## config.mk

```make
export PLATFORM = sky130hd
export DESIGN_NAME = spi_tx_ctrl
export DESIGN_NICKNAME = d
export VERILOG_FILES = /design/src/rtl/spi_tx_ctrl.sv
export SDC_FILE = /design/constraint.sdc
export NUM_CORES = 1
export LEC_CHECK = 0
export CORE_AREA = 2 2 54 56
export CTS_BUF_LIST = sky130_fd_sc_hd__clkbuf_8
export DETAILED_ROUTE_END_ITERATION = 8
export DIE_AREA = 0 0 56 58
export PLACE_DENSITY_LB_ADDON = 0.12
export RECOVER_POWER = 100
export SYNTH_ARGS = -nofsm -noshare
export SYNTH_HDL_FRONTEND = slang
export SYNTH_SLANG_ARGS = --single-unit
```

## constraint.sdc

```tcl
create_clock -name Clk -period 4.98 [get_ports Clk]
set_clock_uncertainty 0.1 [all_clocks]
set_input_delay 0.996 -clock Clk [delete_from_list [all_inputs] [get_ports Clk]]
set_output_delay 0.996 -clock Clk [all_outputs]
set_load 0.01 [all_outputs]
```

## src/rtl/spi_tx_ctrl.sv

```systemverilog
// SPI mode-0 transmit controller: sequences an external shift register, Sclk and Cs_n per frame.
// Optional one-entry holding buffer for back-to-back frames when SPI_TX_BUFFER_EN is defined.
module spi_tx_ctrl #(
    parameter int SIZE = 8,
    parameter int DIV  = 2
) (
    input  logic            Clk,
    input  logic            Rst_n,
    input  logic            Start,
    input  logic [SIZE-1:0] DataIn,
    output logic            ShLoad,
    output logic            ShEn,
    output logic [SIZE-1:0] ShData,
    output logic            Sclk,
    output logic            Cs_n,
    output logic            Busy,
    output logic            Done,
    output logic            BufFull,
    output logic            Overrun
);

    localparam int DW = (DIV > 1) ? $clog2(DIV) : 1;
    localparam int BW = $clog2(SIZE + 1);
    localparam logic [DW-1:0] DIV_LAST = DW'(DIV - 1);
    localparam logic [BW-1:0] BIT_LAST = BW'(SIZE);

    typedef enum logic [2:0] {IDLE, LOAD, SHIFT, HOLD, DONE} state_t;

    state_t          state_q, state_d;
    logic [DW-1:0]   div_q, div_d;
    logic [BW-1:0]   bit_q, bit_d;
    logic [SIZE-1:0] sh_data_d;
    logic            sh_load_d, sh_en_d, sclk_d, cs_n_d, busy_d, done_d, overrun_d;
    logic            launch, take;
    logic [SIZE-1:0] launch_data;
    logic            buf_rdy;
    logic [SIZE-1:0] buf_val;

`ifdef SPI_TX_BUFFER_EN
    logic            buf_full_q, buf_full_d;
    logic [SIZE-1:0] buf_data_q, buf_data_d;
    assign buf_rdy = buf_full_q;
    assign buf_val = buf_data_q;
    assign BufFull = buf_full_q;
`else
    assign buf_rdy = 1'b0;
    assign buf_val = '0;
    assign BufFull = 1'b0;
`endif

    always_comb begin
        state_d     = state_q;
        div_d       = div_q;
        bit_d       = bit_q;
        sh_data_d   = ShData;
        sclk_d      = Sclk;
        cs_n_d      = Cs_n;
        busy_d      = Busy;
        sh_load_d   = 1'b0;
        sh_en_d     = 1'b0;
        done_d      = 1'b0;
        overrun_d   = 1'b0;
        launch      = 1'b0;
        take        = 1'b0;
        launch_data = '0;
`ifdef SPI_TX_BUFFER_EN
        buf_full_d  = buf_full_q;
        buf_data_d  = buf_data_q;
`endif
        unique case (state_q)
            IDLE: begin
                // A frame left in the buffer by a Start during DONE takes priority.
                if (buf_rdy) begin
                    launch      = 1'b1;
                    launch_data = buf_val;
                end else if (Start) begin
                    launch      = 1'b1;
                    launch_data = DataIn;
                    take        = 1'b1;
                end
            end
            LOAD: begin
                state_d = SHIFT;
                div_d   = '0;
                bit_d   = '0;
                sclk_d  = 1'b0;
            end
            SHIFT: begin
                if (div_q == DIV_LAST) begin
                    div_d = '0;
                    if (Sclk) begin
                        sclk_d  = 1'b0;
                        sh_en_d = (bit_q != BIT_LAST);
                    end else if (bit_q == BIT_LAST) begin
                        state_d = HOLD;
                    end else begin
                        sclk_d = 1'b1;
                        bit_d  = bit_q + BW'(1);
                    end
                end else begin
                    div_d = div_q + DW'(1);
                end
            end
            HOLD: begin
                if (div_q == DIV_LAST) begin
                    div_d   = '0;
                    state_d = DONE;
                    cs_n_d  = 1'b1;
                    busy_d  = 1'b0;
                    done_d  = 1'b1;
                end else begin
                    div_d = div_q + DW'(1);
                end
            end
            DONE: begin
                if (buf_rdy) begin
                    launch      = 1'b1;
                    launch_data = buf_val;
                end else begin
                    state_d = IDLE;
                end
            end
            default: state_d = IDLE;
        endcase

        if (launch) begin
            state_d   = LOAD;
            sh_data_d = launch_data;
            sh_load_d = 1'b1;
            busy_d    = 1'b1;
            cs_n_d    = 1'b0;
`ifdef SPI_TX_BUFFER_EN
            if (buf_full_q) buf_full_d = 1'b0;
`endif
        end

        // Any Start not accepted straight from IDLE is a busy-time request.
        if (Start && !take) begin
`ifdef SPI_TX_BUFFER_EN
            if (!buf_full_q) begin
                buf_data_d = DataIn;
                buf_full_d = 1'b1;
            end else begin
                overrun_d = 1'b1;
            end
`else
            overrun_d = 1'b1;
`endif
        end
    end

    always_ff @(posedge Clk) begin
        if (!Rst_n) begin
            state_q <= IDLE;
            div_q   <= '0;
            bit_q   <= '0;
            ShData  <= '0;
            ShLoad  <= 1'b0;
            ShEn    <= 1'b0;
            Sclk    <= 1'b0;
            Cs_n    <= 1'b1;
            Busy    <= 1'b0;
            Done    <= 1'b0;
            Overrun <= 1'b0;
        end else begin
            state_q <= state_d;
            div_q   <= div_d;
            bit_q   <= bit_d;
            ShData  <= sh_data_d;
            ShLoad  <= sh_load_d;
            ShEn    <= sh_en_d;
            Sclk    <= sclk_d;
            Cs_n    <= cs_n_d;
            Busy    <= busy_d;
            Done    <= done_d;
            Overrun <= overrun_d;
        end
    end

`ifdef SPI_TX_BUFFER_EN
    always_ff @(posedge Clk) begin
        if (!Rst_n) begin
            buf_full_q <= 1'b0;
            buf_data_q <= '0;
        end else begin
            buf_full_q <= buf_full_d;
            buf_data_q <= buf_data_d;
        end
    end
`endif

endmodule

```

Word level (Yosys, flattened, before mapping). Index checks and enable logic that the tools add are counted.

Add/sub/neg operators: 2. Equality and inequality tests: 15. Mux-type cells: 29. Bitwise gates (word level): 2. Reductions and logical operators: 16.

Operators by type and width (count): 1-bit two-way mux (16); 8-bit two-way mux (2); 3-bit two-way mux (4); 4-bit two-way mux (3); 2-bit != test, second input constant (6); 3-bit != test, second input constant (4); 3-bit case mux with 4 select lines (1); 5-bit AND reduction (2); 4-bit case mux with 2 select lines (1); 4-bit AND reduction (2); 2-bit nonzero test (4); 3-bit by 2-bit equality test with 1-bit output, second input constant (2); 2-bit AND reduction (3); 4-bit by 1-bit adder with 4-bit output, second input constant (1); 4-bit equality test, second input constant (1); 4-bit != test, second input constant (1); 1-bit case mux with 2 select lines (2); 2-bit OR reduction (2); 3-bit by 1-bit equality test with 1-bit output, second input constant (1); 3-bit zero test (1); 1-bit inverter (2); 1-bit adder, second input constant (1); 1-bit logical AND (1); 1-bit zero test (1).

Register bits after elaboration: 23. Bits of input ports: 11. Output and inout port bits: 16. Logic and storage cells: 76.

Depth between registers and ports, before layout. Gate-level depths: netlist (run 1).

Depth in word-level cells: 6. Gate-level depth with buffers: 6. Mapped depth without buffers: 6.

Worst setup path before layout (run 1). Ideal clock, no wire load.

Kind: input port to flip-flop. Start point: input port Rst_n. End point: register bit_q[1]. Library setup time: 0.061 ns. Arrival time: 1.629 ns. Required time: 4.819 ns. Slack: 3.191 ns. Cell stages on the path: 3. Path buffers: 0. Cell sequence: clkinv_1 > a2111oi_0 > a41o_1.

RTL lines: from (decl) (RTL line 8) `input logic Rst_n,`; to (signal assigned) (RTL line 168) `bit_q <= bit_d;`; to (decl) (RTL line 31) `logic [BW-1:0] bit_q, bit_d;`.

==> results of run 1 <==
[where the power goes]
part           switching, mW  total [mW]  internal, mW
Sequential           0.00697       0.200         0.193
Combinational         0.0262      0.0525        0.0263
Clock                 0.0627       0.119        0.0566
[cell families after synthesis]
kind of cell	share of synthesized area
simple gates	0.252
compound gates	0.177
flops	0.455
buf+inv	0.0779
fa+ha+maj	0.0247
mux	0.00989
other cells	0.00370
[layout by cell type (no fill, tap or decap), drive strengths merged, types with 2 or more instances in the layout]
| cell | Yosys | routed |
|---|---|---|
| nor4 | 2 | 2 |
| nand2b | 3 | 3 |
| clkbuf | 3 | 3 |
| nand2 | 21 | 21 |
| nor3 | 6 | 6 |
| inv | 4 | 4 |
| clkdlybuf4s50 | 0 | 8 |
| a21boi | 2 | 2 |
| nor2 | 5 | 5 |
| ha | 2 | 2 |
| a2111oi | 2 | 2 |
| o21ai | 3 | 3 |
| nand3 | 2 | 2 |
| clkinv | 2 | 2 |
| and2 | 2 | 2 |
| a21oi | 12 | 12 |
| dfxtp | 23 | 23 |
| dlygate4sd3 | 0 | 17 |
[layout make-up]
| cell class | instances | area [um2] | share of cell area |
|---|---|---|---|
| timing repair buffer | 25 | 250 | 0.193 |
| inverter | 6 | 22.5 | 0.0174 |
| clock inverter | 1 | 7.51 | 0.00580 |
| multi-input combinational | 77 | 473 | 0.366 |
| tap | 31 | 38.8 | 0.0300 |
| clock buffer | 3 | 41.3 | 0.0319 |
| sequential | 23 | 460 | 0.356 |
[path summary, 6_finish.rpt]
kind | from | to | slack [ns]
hold reg to reg | ShData[7] | ShData[7] | 0.35
setup / recovery | Rst_n | bit_q[1] | 2.32
setup reg to reg | bit_q[0] | bit_q[1] | 3.20
hold / removal | ShData[7] | ShData[7] | 0.35
[registers in the layout (all words and copies together) (netlist names)]
name,cells
ShEn,1
Overrun,1
div_q,1
Busy,1
Done,1
Cs_n,1
state_q,3
bit_q,4
ShData,8
Sclk,1
ShLoad,1
[critical path, stage by stage]
cell and delay [ns]:
sky130_fd_sc_hd__dlygate4sd3_1 0.62, sky130_fd_sc_hd__clkinv_1 0.47, sky130_fd_sc_hd__a2111oi_0 0.53, sky130_fd_sc_hd__a41o_1 0.15
[routing by layer]
metal | global-route usage | vias up | wire [um]
li1 | - | 437 | -
met1 | 0.138 | 373 | 884
met2 | 0.215 | 24 | 890
met3 | 0.0625 | 2 | 150
met4 | 0.0408 | 0 | 17
met5 | 0 | - | 0
==> impl_metrics.json, run 1 <==
{
  "run_status": "complete, no violations",
  "ant_nets": 0,
  "clock_tree.htree_level_count": 1,
  "vdd.ir_drop.worst_v": 0.000293,
  "fin_tns_setup_ns": 0,
  "postCtsSetupRepairBufs": 0,
  "detail_route.iter0.violations": 17,
  "utilization": 0.486,
  "clk_pin_slew_worst_paths_ns": 0.08,
  "detailedRoute.firstPassIterationCount": 4,
  "critPathLaunchType": "input port",
  "routedWlPerCell_um": 11.7,
  "grt_antenna_before_repair": 0,
  "routed_wirelength_um": 1940,
  "final_setup_viols": 0,
  "post_synth_instance_area_um2": 1010,
  "synth-main-ff-cell": "sky130_fd_sc_hd__dfxtp_1",
  "fraction_of_registers_with_async_set_reset": 0,
  "grt_setup_unrepaired": "no",
  "worstPathRequired_ns": 5.09,
  "nFillCells": 264,
  "num_io_pins": 27,
  "post-synth-top-area-fraction": 0.455,
  "post_layout_worst_setup_margin_ns": 2.32,
  "start_util": 0.380,
  "hold_path_depth": 2,
  "ctsResizeCount": 0,
  "ctsRootBufferMaster": "sky130_fd_sc_hd__clkbuf_8",
  "die_h_um": 58,
  "dp_hpwl_um": 1390,
  "avgViaCountPerCell": 5.04,
  "layout-drive-gt1-share": 0.0741,
  "area_enclosed_by_the_die_boundary_um2": 3250,
  "grt_pass1_vias": 752,
  "clk_sink_count": 23,
  "hold_path_class": "flop to flop",
  "p_leak_nw": 0.507,
  "finalInstanceArea_um2": 1290,
  "dpl_worst_slack_ns": 2.10,
  "worst_setup_path_end_kind": "flop",
  "maxSlewHeadroom": 0.645,
  "timing.final.max_slew_violations": 0,
  "clock_tree_from_tritoncts": "done",
  "cp_max_fo": 19,
  "timing.critical_path.arrival_ns": 2.77,
  "yosys_warnings": 0,
  "gr-total-overflow": 0,
  "fin_total_pwr_mw": 0.372,
  "io_buffer_count": 25,
  "die_w_um": 56,
  "worst-slew-pin-transition_ns": 0.529,
  "placed_cells_incl_taps": 162,
  "max_freq_mhz": 376,
  "fin_crit_ns": 2.66,
  "synth_enable_flop_cells": 0,
  "post_synth_inst_count": 113,
  "drv_cap": 0,
  "layout_nets": 149,
  "route.detailed.drc": 0,
  "final_period_utilization": 0.534,
  "grt_max_degree": 20,
  "hold_buffers": 0,
  "grt_pass1_wl_um": 3160,
  "yosys.cell_count.top_type": "sky130_fd_sc_hd__dfxtp_1",
  "tritoncts.num_buffers": 3,
  "path_class": "input port to flop",
  "yosysSeqAreaShare": 0.455,
  "antenna_cells": 0,
  "insertion_delay_ns": 0.27,
  "ff2ff_path_depth": 6,
  "row_count": 19,
  "dr_total_vias": 836,
  "whs_ns": 0.352,
  "groute.usage.overall": 0.126,
  "netlist_top_cells_area": "sky130_fd_sc_hd__dfxtp_1 45%, sky130_fd_sc_hd__nand2_1 7.8%, sky130_fd_sc_hd__a21oi_1 5.9%, sky130_fd_sc_hd__nor3_1 3.0%, sky130_fd_sc_hd__a41oi_4 2.7%",
  "synth_top_area_cell": "sky130_fd_sc_hd__dfxtp_1",
  "avgSynthCellArea_um2": 8.96,
  "hold_violations": 0,
  "synth_nets": 126,
  "fp.coreArea_um2": 2660,
  "synth_cell_types": 37,
  "synth_commonest_cells": "23 x sky130_fd_sc_hd__dfxtp_1, 21 x sky130_fd_sc_hd__nand2_1, 12 x sky130_fd_sc_hd__a21oi_1",
  "stdcell_count": 166,
  "cts-root-to-sink-buffers": 2,
  "power-per-cell-area_nw_per_um2": 287,
  "ys_ff_latch": 23,
  "placement.cell_area_um2": 1240,
  "syn2layout_area_growth_pct": 27.8,
  "place_congestion": 0.783
}
Note: power is estimated with default switching activity, not from simulation.
==> inputs of run 2 (changes only) <==
Clock period 4.98 ns to 2.5 ns, I/O delays scaled along.
==> run 2 against run 1 <==
Effect of this change: sequential cell count did not move; largest power group unchanged; hold slack better by 0.0049 ns; largest cell class is now sequential cells; sequential share of layout area grew 0.85 points; final cell count increased by 0.60%; die area unchanged; sequential power up 99%; non-clock buffer count up 1; first-iteration DRC count shrank 41%.
==> impl_metrics.json, run 2 (synthesized netlist as in run 1, its figures left out) <==
{
  "clk_sink_count": 23,
  "routedWlPerCell_um": 12.3,
  "ctsResizeCount": 0,
  "postCtsSetupRepairBufs": 0,
  "critPathLaunchType": "flop",
  "layout_nets": 150,
  "utilization": 0.475,
  "hold_violations": 0,
  "fp.coreArea_um2": 2660,
  "ctsRootBufferMaster": "sky130_fd_sc_hd__clkbuf_8",
  "worst_setup_path_end_kind": "primary output",
  "worstPathRequired_ns": 1.90,
  "groute.usage.overall": 0.129,
  "most_frequent_cells_in_the_layout": "23 x sky130_fd_sc_hd__dfxtp_1, 21 x sky130_fd_sc_hd__nand2_1, 16 x sky130_fd_sc_hd__dlygate4sd3_1",
  "timing.critical_path.arrival_ns": 1.31,
  "max_flop_register": "ShData",
  "p_leak_nw": 0.508,
  "dp_hpwl_um": 1520,
  "grt_pass1_wl_um": 3260,
  "clock_tree_from_tritoncts": "done",
  "maxSlewHeadroom": 0.662,
  "reg_top3": "ShData: 8 flops, bit_q: 4 flops, state_q: 3 flops",
  "start_util": 0.380,
  "routed_wirelength_um": 2050,
  "die_h_um": 58,
  "gr-total-overflow": 0,
  "row_count": 19,
  "dr_total_vias": 845,
  "layout-drive-gt1-share": 0.0588,
  "final_period_utilization": 0.764,
  "fin_tns_setup_ns": 0,
  "final_common_cell": "sky130_fd_sc_hd__dfxtp_1",
  "grt_pass1_vias": 763,
  "cp_max_fo": 6,
  "largest_register_ff_count": 8,
  "ant_nets": 0,
  "clock_tree.htree_level_count": 1,
  "critPathSlowestCell": "sky130_fd_sc_hd__dlygate4sd3_1",
  "max_stage_delay_ns": 0.63,
  "antenna_cells": 0,
  "fin_total_pwr_mw": 0.729,
  "clk_pin_slew_worst_paths_ns": 0.08,
  "hold_buffers": 0,
  "path_class": "flop to primary output",
  "run_status": "complete, no violations",
  "fin_crit_ns": 1.91,
  "tritoncts.num_buffers": 3,
  "cpLargestDelayFamily": "buffers and inverters",
  "num_io_pins": 27,
  "detail_route.iter0.violations": 10,
  "route.detailed.drc": 0,
  "timing.final.max_slew_violations": 0,
  "syn2layout_area_growth_pct": 24.8,
  "area_enclosed_by_the_die_boundary_um2": 3250,
  "die_w_um": 56,
  "io_buffer_count": 25,
  "place_congestion": 0.792,
  "cts-root-to-sink-buffers": 2,
  "max_freq_mhz": 524,
  "power-per-cell-area_nw_per_um2": 577,
  "final_setup_viols": 0,
  "insertion_delay_ns": 0.26,
  "critPathBufInv": 1,
  "hold_path_class": "flop to flop",
  "path_cells": "dlygate4sd3_1",
  "detailedRoute.firstPassIterationCount": 4,
  "drv_cap": 0,
  "grt_antenna_before_repair": 0,
  "grt_max_degree": 17,
  "nFillCells": 280,
  "grt_setup_unrepaired": "no",
  "avgViaCountPerCell": 5.06,
  "worst-slew-pin-transition_ns": 0.506,
  "vdd.ir_drop.worst_v": 0.000313
}
[run 2: cell types whose count changed in the layout (fill, tap and decap cells not counted)]
cell                              before  now
sky130_fd_sc_hd__clkdlybuf4s50_1       8    9
sky130_fd_sc_hd__clkinv_2              0    1
sky130_fd_sc_hd__nand3b_4              1    0
sky130_fd_sc_hd__a41oi_1               0    1
sky130_fd_sc_hd__dlygate4sd3_1        17   16
sky130_fd_sc_hd__a41oi_4               1    0
sky130_fd_sc_hd__and2_0                0    1
sky130_fd_sc_hd__and2_1                1    0
sky130_fd_sc_hd__clkinvlp_4            1    0
sky130_fd_sc_hd__nand3b_1              0    1
sky130_fd_sc_hd__clkbuf_1              0    1
[run 2: stage by stage]
stage	worst slack, ns	instances	hold slack [ns]	instance area [um2]
after floorplan	0.870	113	0.375	1010
final	0.590	167	0.357	1260
after detailed placement	0.416	163	0.349	1250
after global placement	0.506	163	0.347	1250
after global routing	0.446	167	0.373	1260
after CTS	0.637	167	0.364	1300
[run 2: cell type report]
class / count / area (um2) / share of cell area
clock inverters: 1 / 5.00 / 0.00396
clock buffers: 3 / 41.3 / 0.0327
inverters: 6 / 22.5 / 0.0178
multi-input cells: 77 / 442 / 0.350
well taps: 31 / 38.8 / 0.0307
repair buffers: 26 / 254 / 0.201
flip-flops and latches: 23 / 460 / 0.364
[run 2: per-layer routing]
layer	up-vias	GRT usage	part of all wire
met2	19	0.220	0.48
met5	-	0	0
li1	440	-	-
met4	0	0.0612	0.010
met3	2	0.0379	0.051
met1	384	0.149	0.46
[run 2: worst reg2reg max path, delay by kind of cell, from the launching register on]
kind,cells,cell delay (ns)
flops,1,0.41
fa+ha+maj,1,0.20
simple gates,2,0.66
buf+inv,1,0.09
compound gates,2,0.38
[run 2: final timing paths]
path              slack (ns)       from         to  cells past startpoint
setup / recovery        0.59       Sclk       Sclk                      1
hold / removal          0.36  ShData[5]  ShData[5]                      2
setup reg to reg        0.60   bit_q[0]   bit_q[3]                      6
hold reg to reg         0.36  ShData[5]  ShData[5]                      2
[run 2: power by group]
| group | internal, mW | total [mW] | switching (mW) |
|---|---|---|---|
| clock network | 0.111 | 0.228 | 0.117 |
| registers | 0.385 | 0.399 | 0.0143 |
| logic | 0.0511 | 0.102 | 0.0511 |
==> inputs of run 3 (changes only) <==
Clock period 2.5 ns to 1.55 ns, I/O delays scaled along.
==> run 3 against run 2 <==
Effect of this change: core utilization rose by 7.5 points; the run now ends with setup timing left; critical path type is now flop to flop; clock power up 58%; die area stayed put.
==> impl_metrics.json, run 3 (synthesized netlist as in run 1, its figures left out) <==
{
  "cts-root-to-sink-buffers": 2,
  "fin_crit_ns": 1.56,
  "route.detailed.drc": 0,
  "most_frequent_cells_in_the_layout": "21 x sky130_fd_sc_hd__nand2_1, 18 x sky130_fd_sc_hd__dfxtp_1, 15 x sky130_fd_sc_hd__buf_4",
  "io_buffer_count": 25,
  "grt_antenna_before_repair": 0,
  "clk_sink_count": 23,
  "layout_nets": 167,
  "power-per-cell-area_nw_per_um2": 819,
  "ant_nets": 0,
  "finalInstanceArea_um2": 1460,
  "max_freq_mhz": 642,
  "area_enclosed_by_the_die_boundary_um2": 3250,
  "hold_buffers": 0,
  "layout-drive-gt1-share": 0.255,
  "p_leak_nw": 0.613,
  "grt_pass1_vias": 931,
  "worst_setup_path_end_kind": "flop",
  "reg_top3": "ShData: 8 flops, bit_q: 4 flops, state_q: 3 flops",
  "dpl_worst_slack_ns": -0.0772,
  "critPathLaunchType": "flop",
  "routedWlPerCell_um": 12.2,
  "cp_max_fo": 4,
  "gr-total-overflow": 0,
  "hold_violations": 0,
  "timing.critical_path.arrival_ns": 1.65,
  "placed_cells_incl_taps": 176,
  "timing.final.max_slew_violations": 0,
  "clk_pin_slew_worst_paths_ns": 0.08,
  "run_status": "finished, violations left",
  "hold_path_class": "flop to flop",
  "dp_hpwl_um": 1640,
  "placement.cell_area_um2": 1370,
  "final_period_utilization": 1.01,
  "ctsRootBufferMaster": "sky130_fd_sc_hd__clkbuf_8",
  "insertion_delay_ns": 0.26,
  "fp.coreArea_um2": 2660,
  "cpLargestDelayFamily": "simple AND/OR/NAND/NOR gates",
  "path_cells": "inv_2 -> ha_4 -> nand3b_4 -> a41oi_4 -> or4_4 -> a21boi_1",
  "start_util": 0.380,
  "vdd.ir_drop.worst_v": 0.000589,
  "critPathSlowestCell": "sky130_fd_sc_hd__or4_4",
  "clock_tree.htree_level_count": 1,
  "largest_register_ff_count": 8,
  "num_io_pins": 27,
  "detail_route.iter0.violations": 7,
  "tritoncts.num_buffers": 3,
  "grt_setup_unrepaired": "yes",
  "max_stage_delay_ns": 0.49,
  "post_layout_worst_setup_margin_ns": -0.00776,
  "row_count": 19,
  "dr_total_vias": 909,
  "groute.usage.overall": 0.160,
  "whs_ns": 0.357,
  "failing_checks": "setup timing",
  "clock_tree_from_tritoncts": "done",
  "routed_wirelength_um": 2240,
  "final_common_cell": "sky130_fd_sc_hd__nand2_1",
  "avgViaCountPerCell": 4.94,
  "die_h_um": 58,
  "grt_pass1_wl_um": 4060,
  "path_class": "flop to flop",
  "max_flop_register": "ShData",
  "worstPathRequired_ns": 1.65,
  "stdcell_count": 184,
  "detailedRoute.firstPassIterationCount": 4,
  "die_w_um": 56,
  "nFillCells": 257,
  "grt_max_degree": 13,
  "fin_tns_setup_ns": -0.00776,
  "drv_cap": 0,
  "antenna_cells": 0,
  "critPathBufInv": 1,
  "final_setup_viols": 1,
  "place_congestion": 0.855,
  "syn2layout_area_growth_pct": 44.5
}
## run 3: changes by cell type in the layout (fill, tap and decap cells not counted), sizes merged
cell,before,now
buf,0,17
clkdlybuf4s25,0,2
clkdlybuf4s50,9,12
clkinv,3,2
dlygate4sd2,0,11
dlygate4sd3,16,0
inv,4,5
## run 3: what timing repair did
item                                    4_1_cts  5_1_grt
gates resized for setup                      17       11
endpoints found under the setup margin       13       16
setup buffers                                 2        3
pin swaps                                     4        7
## run 3: area by class of cell
cell class | instances | area, um2 | area share
clock buffers | 3 | 41.3 | 0.0282
well taps | 31 | 38.8 | 0.0265
repair buffers | 43 | 385 | 0.263
inverters | 6 | 22.5 | 0.0154
flip-flops and latches | 23 | 467 | 0.319
clock inverters | 1 | 3.75 | 0.00257
multi-input cells | 77 | 504 | 0.345
## run 3: final timing paths
kind,start,to,slack [ns],cells past startpoint
hold / removal,ShData[0],ShData[0],0.36,2
setup / recovery,bit_q[0],bit_q[3],-0.008,6
setup reg to reg,bit_q[0],bit_q[3],-0.008,6
hold reg to reg,ShData[0],ShData[0],0.36,2
## run 3: tightest hold or removal path: cells and delay by family, from the launching register on
| kind | cells | cell delay, ns |
|---|---|---|
| flops | 1 | 0.31 |
| simple gates | 1 | 0.05 |
| compound gates | 1 | 0.05 |
## run 3: stage by stage
stage / utilization / power (mW)
after floorplan: - / 0.760
after global placement: 0.513 / 0.857
after detailed placement: 0.513 / 0.860
after CTS: 0.536 / 1.21
after global routing: 0.549 / 1.27
final: 0.549 / 1.20
## run 3: routing by layer
| metal | track usage | wire length, um |
|---|---|---|
| met1 | 0.182 | 972 |
| met3 | 0.0491 | 130 |
| met2 | 0.276 | 1080 |
| met4 | 0.0714 | 55 |
| met5 | 0 | 0 |
## run 3: power by group
part           internal, mW  switching (mW)  leakage, nW  total (mW)
clock                 0.177           0.184       0.0269       0.361
combinational         0.101          0.0947        0.396       0.196
sequential            0.622          0.0205        0.190       0.642
total                 0.899           0.299        0.613        1.20
